### src/rtl/updown_count_ctrl.sv
// Bounded up/down count sequencer with start/stop/hold control, one-shot or repeat runs.
// Optional ping-pong mode is compiled in when PINGPONG_EN is defined.
module updown_count_ctrl #(
  parameter int WIDTH = 4
) (
  input  logic             Clk,
  input  logic             reset,
  input  logic             start,
  input  logic             stop,
  input  logic             hold,
  input  logic             tick,
  input  logic             dir_in,
  input  logic             repeat_in,
  input  logic             pingpong,
  input  logic [WIDTH-1:0] limit,
  output logic [WIDTH-1:0] Count,
  output logic             UpDown,
  output logic             busy,
  output logic             done,
  output logic             wrap,
  output logic [1:0]       state
);

  typedef enum logic [1:0] {
    IDLE = 2'b00,
    RUN  = 2'b01,
    HOLD = 2'b10,
    DONE = 2'b11
  } state_e;

  state_e           state_q, state_d;
  logic [WIDTH-1:0] count_q, count_d;
  logic [WIDTH-1:0] limit_q, limit_d;
  logic             updown_q, updown_d;
  logic             rpt_q, rpt_d;
  logic             pp_q, pp_d;
  logic             done_q, done_d;
  logic             wrap_q, wrap_d;
  logic             at_end;
  logic             pp_start;

`ifdef PINGPONG_EN
  assign pp_start = pingpong;
`else
  logic unused_pingpong;
  assign unused_pingpong = pingpong;
  assign pp_start = 1'b0;
`endif

  // End bound follows the current direction so ping-pong reversal needs no extra state.
  assign at_end = updown_q ? (count_q == limit_q)
                           : (count_q == '0);

  always_comb begin
    state_d  = state_q;
    count_d  = count_q;
    limit_d  = limit_q;
    updown_d = updown_q;
    rpt_d    = rpt_q;
    pp_d     = pp_q;
    done_d   = 1'b0;
    wrap_d   = 1'b0;
    unique case (state_q)
      IDLE, DONE: begin
        if (stop) begin
          state_d = IDLE;
        end else if (start) begin
          state_d  = RUN;
          count_d  = dir_in ? '0 : limit;
          updown_d = dir_in;
          limit_d  = limit;
          rpt_d    = repeat_in;
          pp_d     = pp_start;
        end
      end
      RUN: begin
        if (stop) begin
          state_d = IDLE;
        end else if (hold) begin
          state_d = HOLD;
        end else if (tick) begin
          if (!at_end) begin
            count_d = updown_q ? count_q + 1'b1
                               : count_q - 1'b1;
          end else if (pp_q) begin
            updown_d = ~updown_q;
            wrap_d   = 1'b1;
            if (limit_q != '0) begin
              count_d = updown_q ? count_q - 1'b1
                                 : count_q + 1'b1;
            end
          end else if (rpt_q) begin
            count_d = updown_q ? '0 : limit_q;
            wrap_d  = 1'b1;
          end else begin
            state_d = DONE;
            done_d  = 1'b1;
          end
        end
      end
      HOLD: begin
        if (stop) begin
          state_d = IDLE;
        end else if (!hold) begin
          state_d = RUN;
        end
      end
      default: state_d = IDLE;
    endcase
  end

  always_ff @(posedge Clk or posedge reset) begin
    if (reset) begin
      state_q  <= IDLE;
      count_q  <= '0;
      limit_q  <= '0;
      updown_q <= 1'b1;
      rpt_q    <= 1'b0;
      pp_q     <= 1'b0;
      done_q   <= 1'b0;
      wrap_q   <= 1'b0;
    end else begin
      state_q  <= state_d;
      count_q  <= count_d;
      limit_q  <= limit_d;
      updown_q <= updown_d;
      rpt_q    <= rpt_d;
      pp_q     <= pp_d;
      done_q   <= done_d;
      wrap_q   <= wrap_d;
    end
  end

  assign Count  = count_q;
  assign UpDown = updown_q;
  assign busy   = (state_q == RUN) || (state_q == HOLD);
  assign done   = done_q;
  assign wrap   = wrap_q;
  assign state  = state_q;

endmodule

### config.mk
export PLATFORM = sky130hd
export DESIGN_NAME = updown_count_ctrl
export DESIGN_NICKNAME = d
export VERILOG_FILES = /design/src/rtl/updown_count_ctrl.sv
export SDC_FILE = /design/constraint.sdc
export NUM_CORES = 1
export LEC_CHECK = 0
export BUFFER_PORTS_ARGS = -buffer_cell sky130_fd_sc_hd__buf_2
export CAP_MARGIN = 20
export CORE_MARGIN = 4
export CORE_UTILIZATION = 47
export DETAILED_ROUTE_END_ITERATION = 7
export MAX_ROUTING_LAYER = met4
export PLACE_DENSITY = 0.82
export SYNTH_ARGS = -nofsm -noshare
export SYNTH_HDL_FRONTEND = slang
export SYNTH_SLANG_ARGS = --single-unit
### constraint.sdc
create_clock -name Clk -period 1.9 [get_ports Clk]
set_input_delay 0.38 -clock Clk [delete_from_list [all_inputs] [get_ports Clk]]
set_output_delay 0.38 -clock Clk [all_outputs]
set_load 0.02 [all_outputs]
==> impl_metrics.ini <==
[power_and_ir_drop]
switching_power_w = 0.000961
intPower_w = 0.00118
powerDensity_mw_per_mm2 = 1790
power.leakage_nw = 0.557
pwr-share-clk_pct = 8.5
power_frac_seq_pct = 28.3
vdd_drop_max_mv = 1.00
sw_frac_of_total_pct = 45.0
comb_power_share_pct = 63.1

[final_layout]
drive_gt1_share_pct = 43.2
finished_layout_cell_area_mm2 = 0.00119
layout.cells.most_common_list = sky130_fd_sc_hd__buf_2, sky130_fd_sc_hd__dfrtp_1, sky130_fd_sc_hd__mux2_2
syn2layout_area_growth_pct = 25.2
regArea_um2 = 354
num-nets-final = 144
layout_commonest_cell = sky130_fd_sc_hd__buf_2
antennaDiodeCount = 0
multi_input_area_um2 = 607
layout.filler_cells = 172

[clock_network]
worst_skew_pair.late_latency_ns = 0.28
cts_bufs_inserted = 3
postCtsHoldBufs = 0
clock_path_buffers = 2
clock_tree_from_tritoncts = built
worst_setup_hold_path_clk_slew_ns = 0.09
cts-htree-levels = 1
cts-root-buf = sky130_fd_sc_hd__clkbuf_4
cts_post_setup_buffers_inserted = 0
clock_sinks = 14

[die]
initial_utilization_pct = 49.1
dieHeight_um = 53.0
die-width_um = 53.0
floorplan.io_pins = 23
row_count = 16
die_area_mm2 = 0.00281
placeableCoreArea_mm2 = 0.00194

[timing]
fin_skew_ns = 0.00427
hold-worst-slack_ns = 0.115
fin_crit_sh_pct = 103
max_clock_freq_mhz = 509
slew_headroom_pct = 64.4
min_period_ns = 1.96
finalMaxSlewViolations = 0
max_slew.worst_pin.slew_ns = 0.533
timing.final.setup_violations = 4
rsz_0062_raised_after_global_routing = true
totalNegativeSetupSlack_ns = -0.121
finalHoldViolCount = 0
final_critical_path_setup_slack_ns = -0.0629

[place]
port-buffer-count = 21
gpl.final_weighted_congestion = 0.862
detailed_place_hpwl_um = 1630
placement.cell_area_mm2 = 0.00115

[critical_path]
kind_of_launch_point_of_the_worst_setup_path = flip-flop
end_kind = flip-flop
critical_path_arrival_ns = 2.13
worst-setup-path-type = flip-flop to flip-flop
crit_fanout = 5
data_required_time_at_the_worst_endpoint_ns = 2.07

[detailed_routing]
avgViaCountPerCell = 5.47
drc_errors = 0
finalWirelength_um = 2110
final_antenna_net_count = 0
detail_route.first_pass.iterations = 4
detailroute.via_count = 832
routed_length_per_placed_instance_um = 13.9
detail_route.iter0.violations = 18

[status]
failed_checks = setup timing
run_status = complete, but fails checks

[min_path]
timing.hold.worst.class = input port to asynchronous set/reset pin

[logic_synthesis]
post_synth.cell_area_avg_um2 = 10.0
top_reg_cell_synth = sky130_fd_sc_hd__dfrtp_1
synth_fp_nets = 113
yosysWarningCount = 0
netlist_area_um2 = 953
synth_area_leaders = sky130_fd_sc_hd__dfrtp_1, sky130_fd_sc_hd__mux2_2, sky130_fd_sc_hd__ha_1
yosys.area.top_type = sky130_fd_sc_hd__dfrtp_1
synth_edf_count = 0
ys_seq_elements = 14
netlist_instances = 95
postSynth.asyncResetShare_pct = 100
synth_top_area_share_pct = 34.1
post_synth_num_cell_types = 34
yosysSeqAreaShare_pct = 36.9

[global_route]
overflow = 0
grt.total_usage_pct = 17.5
grt_first_pass_wirelength_um = 3560
antenna_found_initial = 0
grt_max_degree = 15
grt_pass1_vias = 856

[job]
max_cap_viol_count = 0
synthesized netlist by cell type, types with 3 or more instances:
cell type and instances:
sky130_fd_sc_hd__a31oi_1 3, sky130_fd_sc_hd__nand3_1 3, sky130_fd_sc_hd__mux2_2 9, sky130_fd_sc_hd__xnor2_1 3
sky130_fd_sc_hd__o21ai_0 4, sky130_fd_sc_hd__a21oi_1 7, sky130_fd_sc_hd__nor3b_1 4, sky130_fd_sc_hd__nor2_1 6
sky130_fd_sc_hd__xor2_1 3, sky130_fd_sc_hd__dfrtp_1 13, sky130_fd_sc_hd__nor3_1 4, sky130_fd_sc_hd__ha_1 4
sky130_fd_sc_hd__inv_1 6, sky130_fd_sc_hd__nand2_1 4, sky130_fd_sc_hd__nand2b_1 3
cell type report:
type	instances	area share (%)
Multi-Input combinational cell	74	50.8
Sequential cell	14	29.7
Clock buffer	4	2.20
Tap cell	27	2.83
Inverter	6	1.89
Timing Repair Buffer	27	12.6
state kept, by name, indices dropped and copies added (netlist names):
signal   flops
state        2
wrap         1
limit_q      4
rpt_q        1
UpDown       1
Count        4
done         1
final timing paths:
check / start / endpoint / slack [ns] / depth (start not counted)
max: state[1] / Count[3] / -0.06 / 6
min: reset / limit_q[0] / 0.12 / 2
max reg2reg: state[1] / Count[3] / -0.06 / 6
min reg2reg: rpt_q / done / 0.56 / 1
max in group asynchronous: reset / state[0] / 1.40 / 2
min in group Clk: repeat_in / rpt_q / 0.32 / 2
critical path: stages (launching register included):
cell                       delay (ns)
sky130_fd_sc_hd__dfrtp_2         0.44
sky130_fd_sc_hd__ha_4            0.30
sky130_fd_sc_hd__nor2_1          0.04
sky130_fd_sc_hd__or3_4           0.38
sky130_fd_sc_hd__nand3b_4        0.16
sky130_fd_sc_hd__o21ba_4         0.22
sky130_fd_sc_hd__a221o_1         0.31
repair_timing:
action                                  4_1_cts  5_1_grt
resized for setup                             2        3
pin swaps                                     2        4
endpoints found under the setup margin        5        5
power by group through the flow:
| stage | combinational [W] | clock, W | sequential, W |
|---|---|---|---|
| 2_1_floorplan | 0.000863 | 0 | 0.000669 |
| 3_3_place_gp | 0.00125 | 0 | 0.000598 |
| 3_5_place_dp | 0.00130 | 0 | 0.000610 |
| 4_1_cts | 0.00132 | 0.000189 | 0.000602 |
| 5_1_grt | 0.00149 | 0.000204 | 0.000629 |
| 6_report | 0.00135 | 0.000182 | 0.000606 |
layer usage:
metal | global-route usage [%] | vias to the layer above | part of all wire (%)
met4 | 6.81 | 0 | 1.6
met1 | 21.1 | 400 | 44
met2 | 30.2 | 26 | 51
li1 | - | 403 | -
met3 | 1.69 | 3 | 3.7
met5 | - | - | 0
stage by stage:
step / util (%) / power [W] / worst slack (ns) / std cells
finish: 61.5 / 0.00214 / -0.0629 / 152
global route: 61.5 / 0.00232 / -0.115 / 152
CTS: 60.9 / 0.00211 / -0.0713 / 152
detailed placement: 59.1 / 0.00191 / -0.109 / 148
global placement: 59.1 / 0.00185 / -0.0793 / 148
floorplan: - / 0.00153 / -0.101 / 95
cells by family (layout without fill, tap and decap cells):
group	count (synthesis)	after routing	synth area share, %
AND/OR/NAND/NOR	35	35	23.9
AO/OA/AOI/OAI	19	19	12.9
flip-flops	14	14	36.9
multiplexers	9	9	10.6
buffers and inverters	7	37	2.89
XOR/XNOR	6	6	5.51
adder cells (fa/ha/maj)	5	5	7.35
Note: power is estimated with default switching activity, not from simulation.
